$ cat config.mk
export PLATFORM = sky130hd
export DESIGN_NAME = sram_1rw1r_arbiter
export DESIGN_NICKNAME = d
export VERILOG_FILES = /design/src/rtl/sram_1rw1r_arbiter.sv
export SDC_FILE = /design/constraint.sdc
export NUM_CORES = 1
export LEC_CHECK = 0
export CAP_MARGIN = 20
export CORE_AREA = 2 2 124 126
export CTS_BUF_LIST = sky130_fd_sc_hd__clkbuf_4 sky130_fd_sc_hd__clkbuf_8
export DETAILED_ROUTE_END_ITERATION = 16
export DIE_AREA = 0 0 126 128
export PLACE_DENSITY = 0.75
export SLEW_MARGIN = 10
export SYNTH_ARGS = -nofsm -noshare
export SYNTH_HDL_FRONTEND = slang
export SYNTH_SLANG_ARGS = --single-unit
export TNS_END_PERCENT = 50
$ cat constraint.sdc
create_clock -name clk -period 1.6 [get_ports clk]
set_input_delay 0.24 -clock clk [delete_from_list [all_inputs] [get_ports clk]]
set_output_delay 0.24 -clock clk [all_outputs]
set_load 0.03 [all_outputs]
$ cat src/rtl/sram_1rw1r_arbiter.sv
// Purpose: sequencer for the 32x256 1RW1R cache SRAM; arbitrates REQ0/REQ1 onto RW port 0, drives RD onto read port 1.
// Latency: every accepted request (read or write, either port) returns exactly one response pulse 2 cycles after acceptance.
// Backpressure: port 0 never stalls; rd_ready drops only when port 0 writes the same address that cycle. Option: SRAM_ARB_FIXED_PRIO_EN.
module sram_1rw1r_arbiter #(
  parameter int NUM_WMASKS = 4,
  parameter int DATA_WIDTH = 32,
  parameter int ADDR_WIDTH = 8
) (
  input  logic                  clk,
  input  logic                  rst,
  // requester 0
  input  logic                  req0_valid,
  output logic                  req0_ready,
  input  logic                  req0_we,
  input  logic [NUM_WMASKS-1:0] req0_wmask,
  input  logic [ADDR_WIDTH-1:0] req0_addr,
  input  logic [DATA_WIDTH-1:0] req0_wdata,
  output logic                  rsp0_valid,
  output logic [DATA_WIDTH-1:0] rsp0_rdata,
  // requester 1
  input  logic                  req1_valid,
  output logic                  req1_ready,
  input  logic                  req1_we,
  input  logic [NUM_WMASKS-1:0] req1_wmask,
  input  logic [ADDR_WIDTH-1:0] req1_addr,
  input  logic [DATA_WIDTH-1:0] req1_wdata,
  output logic                  rsp1_valid,
  output logic [DATA_WIDTH-1:0] rsp1_rdata,
  // read-only client on port 1
  input  logic                  rd_valid,
  output logic                  rd_ready,
  input  logic [ADDR_WIDTH-1:0] rd_addr,
  output logic                  rd_rsp_valid,
  output logic [DATA_WIDTH-1:0] rd_rsp_data,
  // SRAM macro port 0 (RW)
  output logic                  sram_csb0,
  output logic                  sram_web0,
  output logic [NUM_WMASKS-1:0] sram_wmask0,
  output logic [ADDR_WIDTH-1:0] sram_addr0,
  output logic [DATA_WIDTH-1:0] sram_din0,
  input  logic [DATA_WIDTH-1:0] sram_dout0,
  // SRAM macro port 1 (R)
  output logic                  sram_csb1,
  output logic [ADDR_WIDTH-1:0] sram_addr1,
  input  logic [DATA_WIDTH-1:0] sram_dout1
);

  // Selected port-0 command, carried as one bundle through the mux.
  typedef struct packed {
    logic                  we;
    logic [NUM_WMASKS-1:0] wmask;
    logic [ADDR_WIDTH-1:0] addr;
    logic [DATA_WIDTH-1:0] wdata;
  } p0_cmd_t;

  // First response stage: what was issued last cycle while the macro performs the access.
  typedef struct packed {
    logic vld;
    logic owner;   // 0 = REQ0, 1 = REQ1
    logic is_rd;
  } s1_meta_t;

  logic            gnt0;
  logic            gnt1;
  logic            issue0;
  logic            wr_active;
  logic            wr_hit;
  logic            rd_accept;
  p0_cmd_t         p0_cmd;

  s1_meta_t        s1_q;
  logic            s2_vld_q;
  logic            s2_owner_q;
  logic [DATA_WIDTH-1:0] s2_dat_q;

  logic            rd_s1_vld_q;
  logic            rd_s2_vld_q;
  logic [DATA_WIDTH-1:0] rd_s2_dat_q;

`ifdef SRAM_ARB_FIXED_PRIO_EN
  // Grant: REQ0 always wins; REQ1 only gets the port when REQ0 is idle.
  always_comb begin
    gnt0 = 1'b0;
    gnt1 = 1'b0;
    if (!rst) begin
      gnt0 = req0_valid;
      gnt1 = req1_valid & ~req0_valid;
    end
  end
`else
  // Last-grant pointer: 1 means REQ1 was served last, so REQ0 wins the next tie.
  logic last_gnt_q;

  // Grant: a lone requester always wins; on a tie serve the one opposite the last grant.
  always_comb begin
    gnt0 = 1'b0;
    gnt1 = 1'b0;
    if (!rst) begin
      gnt0 = req0_valid & (~req1_valid | last_gnt_q);
      gnt1 = req1_valid & (~req0_valid | ~last_gnt_q);
    end
  end

  // Pointer moves only when a grant is actually issued; reset favours REQ0 on the first tie.
  always_ff @(posedge clk) begin
    if (rst) begin
      last_gnt_q <= 1'b1;
    end else if (issue0) begin
      last_gnt_q <= gnt1;
    end
  end
`endif

  assign issue0     = gnt0 | gnt1;
  assign req0_ready = gnt0;
  assign req1_ready = gnt1;

  // Port-0 command mux: steer the granted requester's fields toward the macro.
  always_comb begin
    p0_cmd = '0;
    if (gnt1) begin
      p0_cmd.we    = req1_we;
      p0_cmd.wmask = req1_wmask;
      p0_cmd.addr  = req1_addr;
      p0_cmd.wdata = req1_wdata;
    end else begin
      p0_cmd.we    = req0_we;
      p0_cmd.wmask = req0_wmask;
      p0_cmd.addr  = req0_addr;
      p0_cmd.wdata = req0_wdata;
    end
  end

  assign wr_active = issue0 & p0_cmd.we;

  // Macro port 0 pins: driven in the grant cycle so the macro registers them at the closing edge.
  always_comb begin
    sram_csb0   = ~issue0;
    sram_web0   = ~wr_active;
    sram_wmask0 = wr_active ? p0_cmd.wmask : '0;
    sram_addr0  = issue0    ? p0_cmd.addr  : '0;
    sram_din0   = wr_active ? p0_cmd.wdata : '0;
  end

  // A masked-off write changes nothing, so it cannot race with a port-1 read of the same word.
  assign wr_hit    = wr_active & (|p0_cmd.wmask) & rd_valid & (rd_addr == p0_cmd.addr);
  assign rd_ready  = ~rst & ~wr_hit;
  assign rd_accept = rd_valid & rd_ready;

  // Macro port 1 pins: chip select only for an accepted read.
  always_comb begin
    sram_csb1  = ~rd_accept;
    sram_addr1 = rd_accept ? rd_addr : '0;
  end

  // Port-0 response pipeline: S1 tracks the access, S2 captures read data after the macro's negedge access.
  always_ff @(posedge clk) begin
    if (rst) begin
      s1_q       <= '0;
      s2_vld_q   <= 1'b0;
      s2_owner_q <= 1'b0;
      s2_dat_q   <= '0;
    end else begin
      s1_q.vld   <= issue0;
      s1_q.owner <= gnt1;
      s1_q.is_rd <= issue0 & ~p0_cmd.we;
      s2_vld_q   <= s1_q.vld;
      s2_owner_q <= s1_q.owner;
      s2_dat_q   <= (s1_q.vld & s1_q.is_rd) ? sram_dout0 : '0;
    end
  end

  // Port-1 response pipeline: same two-stage shape, always a read.
  always_ff @(posedge clk) begin
    if (rst) begin
      rd_s1_vld_q <= 1'b0;
      rd_s2_vld_q <= 1'b0;
      rd_s2_dat_q <= '0;
    end else begin
      rd_s1_vld_q <= rd_accept;
      rd_s2_vld_q <= rd_s1_vld_q;
      rd_s2_dat_q <= rd_s1_vld_q ? sram_dout1 : '0;
    end
  end

  // Response outputs: masked during reset so in-flight work never surfaces; data routed to its owner only.
  always_comb begin
    rsp0_valid   = ~rst & s2_vld_q & ~s2_owner_q;
    rsp1_valid   = ~rst & s2_vld_q &  s2_owner_q;
    rsp0_rdata   = s2_owner_q ? '0 : s2_dat_q;
    rsp1_rdata   = s2_owner_q ? s2_dat_q : '0;
    rd_rsp_valid = ~rst & rd_s2_vld_q;
    rd_rsp_data  = rd_s2_dat_q;
  end

endmodule

==> impl_metrics.py <==
metrics = {
    "outcome": {
        "status": "finished, violations left",
        "failed_checks": "setup timing",
    },
    "routing": {
        "dr.first_iter.drc_count": 141,
        "routed_wl_um": 15600,
        "detail-route-antenna-nets": 0,
        "drc": 0,
        "firstDrtPassIters": 4,
        "vias": 4392,
        "route.detailed.wl_per_inst_um": 15.5,
        "vias_per_cell": 4.38,
    },
    "clocking": {
        "h-tree-depth": 3,
        "clk_pin_slew_ns": 0.07,
        "insertion_delay_ns": 0.34,
        "cts_max_path_buffers": 2,
        "cts.sinks": 72,
        "hold_buffers": 0,
        "root_buffer": "clkbuf_8",
        "cts_made_buffers": 9,
        "cts_tree": "done",
    },
    "cells_and_area": {
        "diodes": 0,
        "fillCellCount": 1294,
        "fin_nets": 977,
        "multi_input_area_um2": 2390,
        "area_growth_pct": 146,
        "final_cells": 1003,
        "final_util_pct": 56.5,
        "final_cell_area_um2": 8390,
        "drive_gt1_share_pct": 38.4,
        "area.sequential_um2": 1450,
    },
    "sta": {
        "hold_violations": 0,
        "setup_slack_ns": -0.855,
        "finClkSkew_ns": 0.00954,
        "fin_hold_ws_ns": 0.439,
        "min_period_ns": 2.45,
        "slew_viol_final": 0,
        "max_freq_mhz": 407,
        "worstMarginPinSlew_ns": 0.576,
        "slew_headroom_pct": 61.5,
        "period_share_pct": 153,
        "setup_violations": 57,
        "rsz0062_at_grt": "true",
    },
    "global_routing": {
        "gr-usage-all-layers_pct": 18.0,
        "grt_max_degree": 34,
        "grt_first_pass_wirelength_um": 22700,
        "grt_overflow_total": 0,
        "gr-max-usage-layer": "met2",
        "met2_usage_pct": 33.5,
        "grt_use_met3_pct": 4.55,
        "grt_pass1_vias": 4353,
        "antenna_found_initial": 0,
        "use_met1_pct": 19.1,
    },
    "logic_synthesis": {
        "synth.top_cells.by_count": "nand2_1, dfxtp_1, and2_1, a21oi_1, nor2b_1",
        "synth_ff_type": "dfxtp_1",
        "synth_edf_count": 0,
        "syn_inst": 433,
        "synth_top_cell_by_area": "dfxtp_1",
        "ys_seq_area_share_pct": 42.2,
        "ys_warn_count": 0,
        "ys_ff_latch": 72,
        "synth_area_per_cell_um2": 7.89,
        "yosysMostFrequentCell": "nand2_1",
        "yosysUniqueCellTypes": 37,
        "synth_area_um2": 3420,
        "synth_top_area_share_pct": 42.2,
        "async_reset_ff_share_pct": 0,
        "synthTopCellsByArea": "dfxtp_1, and2_1, nand2_1",
        "synth_fp_nets": 600,
    },
    "floorplanning": {
        "io_pins": 324,
        "initial_core_util_pct": 23.0,
        "row_count": 45,
        "die-area_um2": 16100,
        "die_y_um": 128,
        "coreArea_um2": 14900,
        "fp.dieW_um": 126,
    },
    "worst_setup_path": {
        "startpoint": "req1_addr[2]",
        "r2r_start": "last_gnt_q$_SDFFE_PP1P_",
        "arrival_ns": 2.21,
        "required_ns": 1.36,
        "start_kind": "input port",
        "cp-end-kind": "primary output",
        "critPathMaxFanout": 5,
        "path_class": "input port to primary output",
    },
    "power_and_ir_drop": {
        "peakVddDrop_v": 0.000465,
        "power.total_mw": 4.91,
        "pwr_density_cell_nw_per_um2": 585,
        "p_leak_nw": 4.03,
    },
    "placed_design": {
        "place_inst": 964,
        "gp_congestion": 0.834,
        "placed_area_um2": 7270,
        "dp_hpwl_um": 11300,
        "portBuffers": 323,
    },
    "worst_hold_path": {
        "hp-class": "flip-flop to flip-flop",
        "hold_start": "s1_q[1]$_SDFF_PP0_",
    },
    "run": {
        "max_cap_violations": 0,
    },
}
==> worst max-delay path, stage by stage <==
cell	delay, ns
clkdlybuf4s50_1	0.62
inv_1	0.09
o221ai_1	0.22
nor4_1	0.09
o221a_2	0.31
buf_6	0.13
buf_8	0.12
a211oi_2	0.20
buf_4	0.19
==> final timing paths <==
kind	to	slack (ns)	depth (start not counted)
hold reg to reg	s2_owner_q$_SDFF_PP0_	0.44	1
setup / recovery	sram_addr1[7]	-0.85	9
setup reg to reg	rd_s1_vld_q$_SDFF_PP0_	-0.08	8
hold / removal	s2_owner_q$_SDFF_PP0_	0.44	1
==> registers in the layout, indices dropped and copies added, names as in the netlist <==
signal,count
rd_s2_vld_q,1
rd_s1_vld_q,1
last_gnt_q,1
s2_vld_q,1
s2_dat_q,32
s2_owner_q,1
s1_q,3
rd_rsp_data,32
==> metrics by stage <==
step / TNS (ns) / worst slack [ns]
floorplan: -10.94 / -0.383
global placement: -64.62 / -1.36
detailed placement: -66.85 / -1.39
CTS: -33.59 / -0.818
global route: -39.07 / -0.930
finish: -33.36 / -0.855
==> area by class of cell <==
class / count / share of cell area [%]
well taps: 188 / 2.80
flip-flops and latches: 72 / 17.3
repair buffers: 398 / 48.5
clock inverters: 6 / 0.790
inverters: 9 / 0.492
multi-input cells: 320 / 28.5
clock buffers: 10 / 1.64
==> kinds of logic (layout without fill, tap and decap cells) <==
group	count (synthesis)	in the layout	synth area share, %
AND/OR/NAND/NOR	243	244	37.9
flip-flops	72	72	42.2
AO/OA/AOI/OAI	67	67	12.0
buffers and inverters	42	423	5.42
XOR/XNOR	6	6	1.54
multiplexers	3	3	0.879
==> cells in the final DEF, fill, tap and decap left out, types with 23 or more instances in the layout <==
master and n:
clkdlybuf4s50_1 156, buf_4 87, dfxtp_1 70, nand2_1 67, and2_1 65, buf_6 63, nor2b_1 37, and3_1 33
dlygate4sd2_1 25, a21oi_2 23
==> routing by layer <==
layer / wire (µm) / up-vias
met4: 569 / 0
met1: 5580 / 1965
li1: - / 2160
met2: 8280 / 229
met3: 1150 / 38
met5: 0 / -
==> report_power, final <==
group	internal, mW	switching, mW
registers	1.83	0.0155
clock network	0.768	0.689
logic	0.869	0.737
total	3.47	1.44
==> timing repair <==
item                                    CTS  global route
gates cloned                              7             1
endpoints found under the setup margin  136            91
setup buffers                            16             3
pin swaps                                14             9
gates resized for setup                 260            85
(Power assumes the default switching activity.)
